$ cat config.mk
export PLATFORM = sky130hd
export DESIGN_NAME = alu_bist_seq
export DESIGN_NICKNAME = d
export VERILOG_FILES = /design/src/rtl/alu_bist_seq.sv
export SDC_FILE = /design/constraint.sdc
export NUM_CORES = 1
export LEC_CHECK = 0
export ABC_AREA = 1
export BUFFER_PORTS_ARGS = -buffer_cell sky130_fd_sc_hd__buf_2
export CAP_MARGIN = 20
export CORE_MARGIN = 5
export CORE_UTILIZATION = 35
export CTS_CLUSTER_DIAMETER = 40
export CTS_CLUSTER_SIZE = 30
export DETAILED_ROUTE_END_ITERATION = 8
export GPL_ROUTABILITY_DRIVEN = 0
export PLACE_DENSITY_LB_ADDON = 0.3
export SLEW_MARGIN = 20
export SYNTH_ARGS = -nofsm -noshare
export SYNTH_HDL_FRONTEND = slang
export SYNTH_SLANG_ARGS = --single-unit
$ cat constraint.sdc
create_clock -name clk -period 1.4 [get_ports clk]
set_input_delay 0.28 -clock clk [delete_from_list [all_inputs] [get_ports clk]]
set_output_delay 0.28 -clock clk [all_outputs]
set_load 0.005 [all_outputs]
$ cat src/rtl/alu_bist_seq.sv
// Built-in self-test sequencer for an ALU: LFSR operands, opcode sweep,
// MISR compression of every result, pass/fail against a golden signature.
module alu_bist_seq #(
    parameter int unsigned      WIDTH       = 32,
    parameter int unsigned      OP_W        = 7,
    parameter int unsigned      FLAG_W      = 5,
    parameter int unsigned      OP_FIRST    = 3,
    parameter int unsigned      OP_LAST     = 16,
    parameter int unsigned      VECS_PER_OP = 4,
    parameter logic [WIDTH-1:0] SEED_A      = 32'h00000001,
    parameter logic [WIDTH-1:0] SEED_B      = 32'h00000003,
    parameter logic [WIDTH-1:0] POLY        = 32'h04C11DB7,
    parameter logic [WIDTH-1:0] GOLDEN_SIG  = 32'h0,
    parameter int unsigned      TIMEOUT     = 64
) (
    input  logic              clk,
    input  logic              reset,
    input  logic              start,
    output logic [WIDTH-1:0]  op_a,
    output logic [WIDTH-1:0]  op_b,
    output logic [OP_W-1:0]   opcode,
    output logic              op_valid,
    input  logic              op_ready,
    input  logic              res_valid,
    input  logic [WIDTH-1:0]  res_out,
    input  logic              res_carry,
    input  logic [FLAG_W-1:0] res_flags,
    output logic              busy,
    output logic              done,
    output logic              pass,
    output logic              timeout,
    output logic [WIDTH-1:0]  signature,
    output logic [15:0]       vec_count
);

    localparam int unsigned     CW        = $clog2(TIMEOUT + 1);
    localparam int unsigned     PW        = (VECS_PER_OP > 1) ? $clog2(VECS_PER_OP) : 1;
    localparam logic [CW-1:0]   WAIT_LAST = CW'(TIMEOUT - 1);
    localparam logic [PW-1:0]   VEC_LAST  = PW'(VECS_PER_OP - 1);
    localparam logic [OP_W-1:0] OPC_FIRST = OP_W'(OP_FIRST);
    localparam logic [OP_W-1:0] OPC_LAST  = OP_W'(OP_LAST);

    typedef enum logic [2:0] {
        S_IDLE,
        S_ISSUE,
        S_WAIT,
        S_NEXT,
        S_DONE
    } state_t;

    state_t           state;
    state_t           state_nx;
    logic [WIDTH-1:0] lfsr_a;
    logic [WIDTH-1:0] lfsr_b;
    logic [CW-1:0]    wait_cnt;
    logic [PW-1:0]    vec_idx;
    logic             handshake;
    logic             wait_expired;
    logic             more_vecs;
    logic             last_op;

    // Shared shift/feedback step used by both operand LFSRs and the MISR.
    function automatic logic [WIDTH-1:0] shift_fb(input logic [WIDTH-1:0] cur);
        return {cur[WIDTH-2:0], 1'b0} ^ (cur[WIDTH-1] ? POLY : '0);
    endfunction

    always_comb begin
        handshake    = op_valid && op_ready;
        wait_expired = (wait_cnt == WAIT_LAST);
        more_vecs    = (vec_idx < VEC_LAST);
        last_op      = (opcode == OPC_LAST);
        state_nx     = state;
        case (state)
            S_IDLE:  if (start) state_nx = S_ISSUE;
            S_ISSUE: if (handshake) state_nx = S_WAIT;
            S_WAIT: begin
                if (res_valid)         state_nx = S_NEXT;
                else if (wait_expired) state_nx = S_DONE;
            end
            S_NEXT: begin
                if (!more_vecs && last_op) state_nx = S_DONE;
                else                       state_nx = S_ISSUE;
            end
            S_DONE:  if (start) state_nx = S_ISSUE;
            default: state_nx = S_IDLE;
        endcase
    end

    always_ff @(posedge clk) begin
        if (reset) state <= S_IDLE;
        else       state <= state_nx;
    end

    always_ff @(posedge clk) begin
        if (reset) begin
            op_a      <= '0;
            op_b      <= '0;
            opcode    <= '0;
            op_valid  <= 1'b0;
            busy      <= 1'b0;
            done      <= 1'b0;
            pass      <= 1'b0;
            timeout   <= 1'b0;
            signature <= '0;
            vec_count <= '0;
            lfsr_a    <= SEED_A;
            lfsr_b    <= SEED_B;
            wait_cnt  <= '0;
            vec_idx   <= '0;
        end else begin
            case (state)
                S_IDLE, S_DONE: begin
                    if (start) begin
                        lfsr_a    <= SEED_A;
                        lfsr_b    <= SEED_B;
                        op_a      <= SEED_A;
                        op_b      <= SEED_B;
                        opcode    <= OPC_FIRST;
                        op_valid  <= 1'b1;
                        vec_idx   <= '0;
                        busy      <= 1'b1;
                        done      <= 1'b0;
                        pass      <= 1'b0;
                        timeout   <= 1'b0;
                        signature <= '0;
                        vec_count <= '0;
                    end
                end
                S_ISSUE: begin
                    if (handshake) begin
                        lfsr_a   <= shift_fb(lfsr_a);
                        lfsr_b   <= shift_fb(lfsr_b);
                        op_valid <= 1'b0;
                        wait_cnt <= '0;
                    end
                end
                S_WAIT: begin
                    if (res_valid) begin
                        signature <= shift_fb(signature) ^ res_out
                                     ^ WIDTH'({res_carry, res_flags});
                        vec_count <= vec_count + 16'd1;
                    end else if (wait_expired) begin
                        busy    <= 1'b0;
                        done    <= 1'b1;
                        pass    <= 1'b0;
                        timeout <= 1'b1;
                    end else begin
                        wait_cnt <= wait_cnt + CW'(1);
                    end
                end
                S_NEXT: begin
                    // Operands are reloaded here from the already-advanced LFSRs.
                    if (more_vecs) begin
                        vec_idx  <= vec_idx + PW'(1);
                        op_a     <= lfsr_a;
                        op_b     <= lfsr_b;
                        op_valid <= 1'b1;
                    end else if (last_op) begin
                        busy <= 1'b0;
                        done <= 1'b1;
                        pass <= (signature == GOLDEN_SIG);
                    end else begin
                        opcode   <= opcode + OP_W'(1);
                        vec_idx  <= '0;
                        op_a     <= lfsr_a;
                        op_b     <= lfsr_b;
                        op_valid <= 1'b1;
                    end
                end
                default: ;
            endcase
        end
    end

endmodule

==> summary.md <==
| Metric | Value |
|---|---|
| Core footprint | `24,960 µm²` |
| PwrDens | `1901 nW/µm²` |
| Reg clk slew, reported paths | `80 ps` |
| Startpoint Class | `flip-flop` |
| Die Wd | `168.4 µm` |
| Clk Latency, worst-skew pair | `440 ps` |
| Hold-critical path depth | `4` |
| Crit path top cell by count | `nor2_4` |
| Final Hold Vio Count | `0` |
| CTS sink cnt | `200` |
| Syn Nets | `1,226` |
| Global-route wire length before repair | `42.26 mm` |
| Tcrit/Tclk final | `1.146` |
| Cells after synthesis | `1,178` |
| Setup ws final | `-204.4 ps` |
| Switch share | `0.3890` |
| Worst Tran Pin Value | `450.5 ps` |
| R2R depth | `9` |
| Failing checks | `setup timing` |
| # IOs | `167` |
| Initial antenna violation count | `0` |
| Die Y-Extent | `168.4 µm` |
| CTS tree | `done` |
| Worst EP arrival | `1920 ps` |
| CP Capture Type | `flip-flop` |
| Placed Area | `10,490 µm²` |
| Hold worst-path end | `signature[20]` |
| Slowest cell on crit path | `dfxtp_4` |
| Sequential share of the synthesized area | `0.4558` |
| Placed Instances | `1,689` |
| Status | `finished, violations left` |
| Sequential Power Share | `0.305` |
| DRT iter0 DRCs | `449` |
| Global route total overflow | `0` |
| Clk_skew | `15.21 ps` |
| Final net count | `1,482` |
| RR Endpoint | `lfsr_a[3]` |
| EDFF count, synth | `0` |
| CTS HTree Levels | `4` |
| Synth-to-layout area growth | `49.59%` |
| Lkg Pwr | `5.550 nW` |
| VDD IR-drop max | `0.0008746 V` |
| Row cnt | `58` |
| Post-Route WL | `28.04 mm` |
| Comb power frac | `0.496` |
| Final core occ | `0.5263` |
| Slowest stage delay, CP | `390 ps` |
| Final critical-path required period | `1604 ps` |
| Internal power | `15.26 mW` |
| Ys async rst share | `0` |
| Share of cells above drive strength 1 | `0.4032` |
| Peak Freq | `0.6233 GHz` |
| Mapped Avg Cell Area | `7.456 µm²` |
| # port buffers | `166` |
| DP HPWL | `16.14 mm` |
| CP required | `1720 ps` |
| Max cap viols | `0` |
| Post-Syn Area | `8783 µm²` |
| DR pass1 iterations | `5` |
| Max FO, Critical Path | `8` |
| Design Area, Final | `13,140 µm²` |
| Relative slew slack | `0.6997` |
| Vias after detailed routing | `8,707` |
| YS warnings | `0` |
| DR vias/cell | `4.900` |
| Vias in the first global route | `8,308` |
| Die ar. | `28,360 µm²` |
| RSZ-0062 raised after global routing | `yes` |
| Largest net degree at the start of global routing | `55` |
| CTS Hold Bufs | `0` |
| Final Setup Violations | `188` |
| Yosys cell types | `28` |
| Switch Pwr | `9.718 mW` |
| Clock Tree Root | `clkbuf_16` |
| # DRC | `0` |
| Number of synthesized register bits | `200` |
| Aggregate global-route resource usage | `0.1792` |
| HP Start | `res_out[20]` |
| Worst reg2reg setup slack | `-200 ps` |
| Inserted Clock Buffers | `17` |
| Worst r2r src | `state[1]` |
| Hold Crit Class | `in2reg` |
| Setup TNS | `-19,650 ps` |
| Initial Util | `0.3518` |
| Max clock buf depth | `2` |
| Critical path class | `reg2reg` |
| Clk network pwr share | `0.199` |
| Antenna Violating Nets Remaining | `0` |
| WL/cell | `15.78 µm` |
| Pwr Total | `24.98 mW` |
| CP Cell Sequence | `inv_4, buf_6, nand3_4, nor2_4, nor2_4, inv_8, buf_12, o21ai_0, nor2_1` |
| Layout Cells excl Fill | `1,777` |
| Top FF cell, synth | `dfxtp_1` |
| Fin. max-slew vios | `0` |
per-stage QoR:
stage / hold slack [ps] / setup slack, ps
2_1_floorplan: 443.3 / -101.5
3_3_place_gp: 445.7 / -146.4
3_5_place_dp: 448.6 / -179.4
4_1_cts: 119.1 / -111.3
5_1_grt: 127.8 / -267.0
6_report: 133.5 / -204.4
cells by family (layout without fill, tap and decap cells):
kind of cell               after synthesis  count (layout)  share of synthesized area
buffers and inverters                  135             403                    0.06937
xor gates and xnor gates                69              69                    0.06880
adders and majority gates                5               5                   0.007123
DFF                                    200             200                     0.4558
and+or+nand+nor                        506             506                     0.2413
AOI/OAI and AO/OA                      263             263                     0.1575
other                                    0               1                          0
synthesized netlist by cell type, types with 2 or more instances:
master,number,share of area
nand2_1,217,0.093
dfxtp_1,200,0.46
nor2_1,162,0.069
a21oi_1,161,0.092
nand3_1,90,0.051
o21ai_0,82,0.047
inv_1,55,0.024
clkbuf_1,44,0.019
xnor2_1,42,0.042
xor2_1,27,0.027
buf_2,16,0.0091
or2_2,12,0.0085
o211a_1,11,0.013
buf_6,10,0.013
nor3_1,10,0.0057
inv_2,6,0.0026
ha_1,5,0.0071
nor2_2,5,0.0036
nand4_1,4,0.0028
o21ai_1,4,0.0023
nor2_4,3,0.0038
o211ai_1,3,0.0026
a211oi_1,2,0.0017
buf_4,2,0.0017
nand3_2,2,0.0023
per-layer routing:
metal	share of wire	track usage	wire, µm
met1	0.45	0.2358	12490
met2	0.49	0.3028	13790
met3	0.048	0.03381	1337
met4	0.015	0.04693	419
met5	0	0	0
sequential cells by signal (all words and copies together), names as in the netlist, 7 cells and up:
register   count
op_a          32
op_b          32
opcode         7
signature     32
lfsr_a        32
lfsr_b        32
wait_cnt       7
vec_count     16
cell type report:
type | instances | area (µm²)
diodes | 1 | 2.502
clock buffers | 17 | 425.4
clock inverters | 14 | 161.4
fillers | 2330 | 11830
inverters | 62 | 262.8
multi-input cells | 843 | 5127
flip-flops and latches | 200 | 4025
well taps | 330 | 412.9
repair buffers | 310 | 2721
worst max-delay path by stage:
stage	end	slack [ps]	startpoint	depth (start not counted)
2_1_floorplan	op_a[11]	-100	opcode[0]	13
3_3_place_gp	vec_count[8]	-150	state[1]	9
3_5_place_dp	op_a[1]	-180	opcode[0]	11
4_1_cts	op_a[1]	-110	opcode[0]	12
5_1_grt	op_b[10]	-270	opcode[0]	12
6_report	lfsr_a[3]	-200	state[1]	9
worst max-delay path, delay by kind of cell (launching register included):
family / cells / cell delay (ps)
buffers and inverters: 4 / 430
and+or+nand+nor: 4 / 430
DFF: 1 / 390
AOI/OAI and AO/OA: 1 / 220
power by group through the flow:
stage                     logic (mW)  registers [mW]  clock network [mW]
after floorplan                 4.66            7.47                   0
after global placement          7.06            7.58                   0
after detailed placement        7.13            7.60                   0
after CTS                       9.85            7.52                5.10
after global routing            13.3            7.77                5.31
final                           12.4            7.62                4.98
timing repair:
item,in CTS,in global routing
pin swaps,35,64
resized for setup,152,213
buffers inserted,21,11
gates cloned,12,15
setup endpoints to repair,160,201
cells in the final DEF, fill, tap and decap left out, drive strengths merged:
master,n
xnor2,42
inv,65
buf,296
clkinvlp,5
nor2,170
o211ai,3
o211a,11
o21ai,86
a211oi,2
clkinv,5
ha,5
nor3,10
bufinv,1
nand4,4
clkbuf,31
diode,1
xor2,27
or2,12
nand2,218
dfxtp,200
a21oi,161
nand3,92
(Power assumes the default switching activity.)
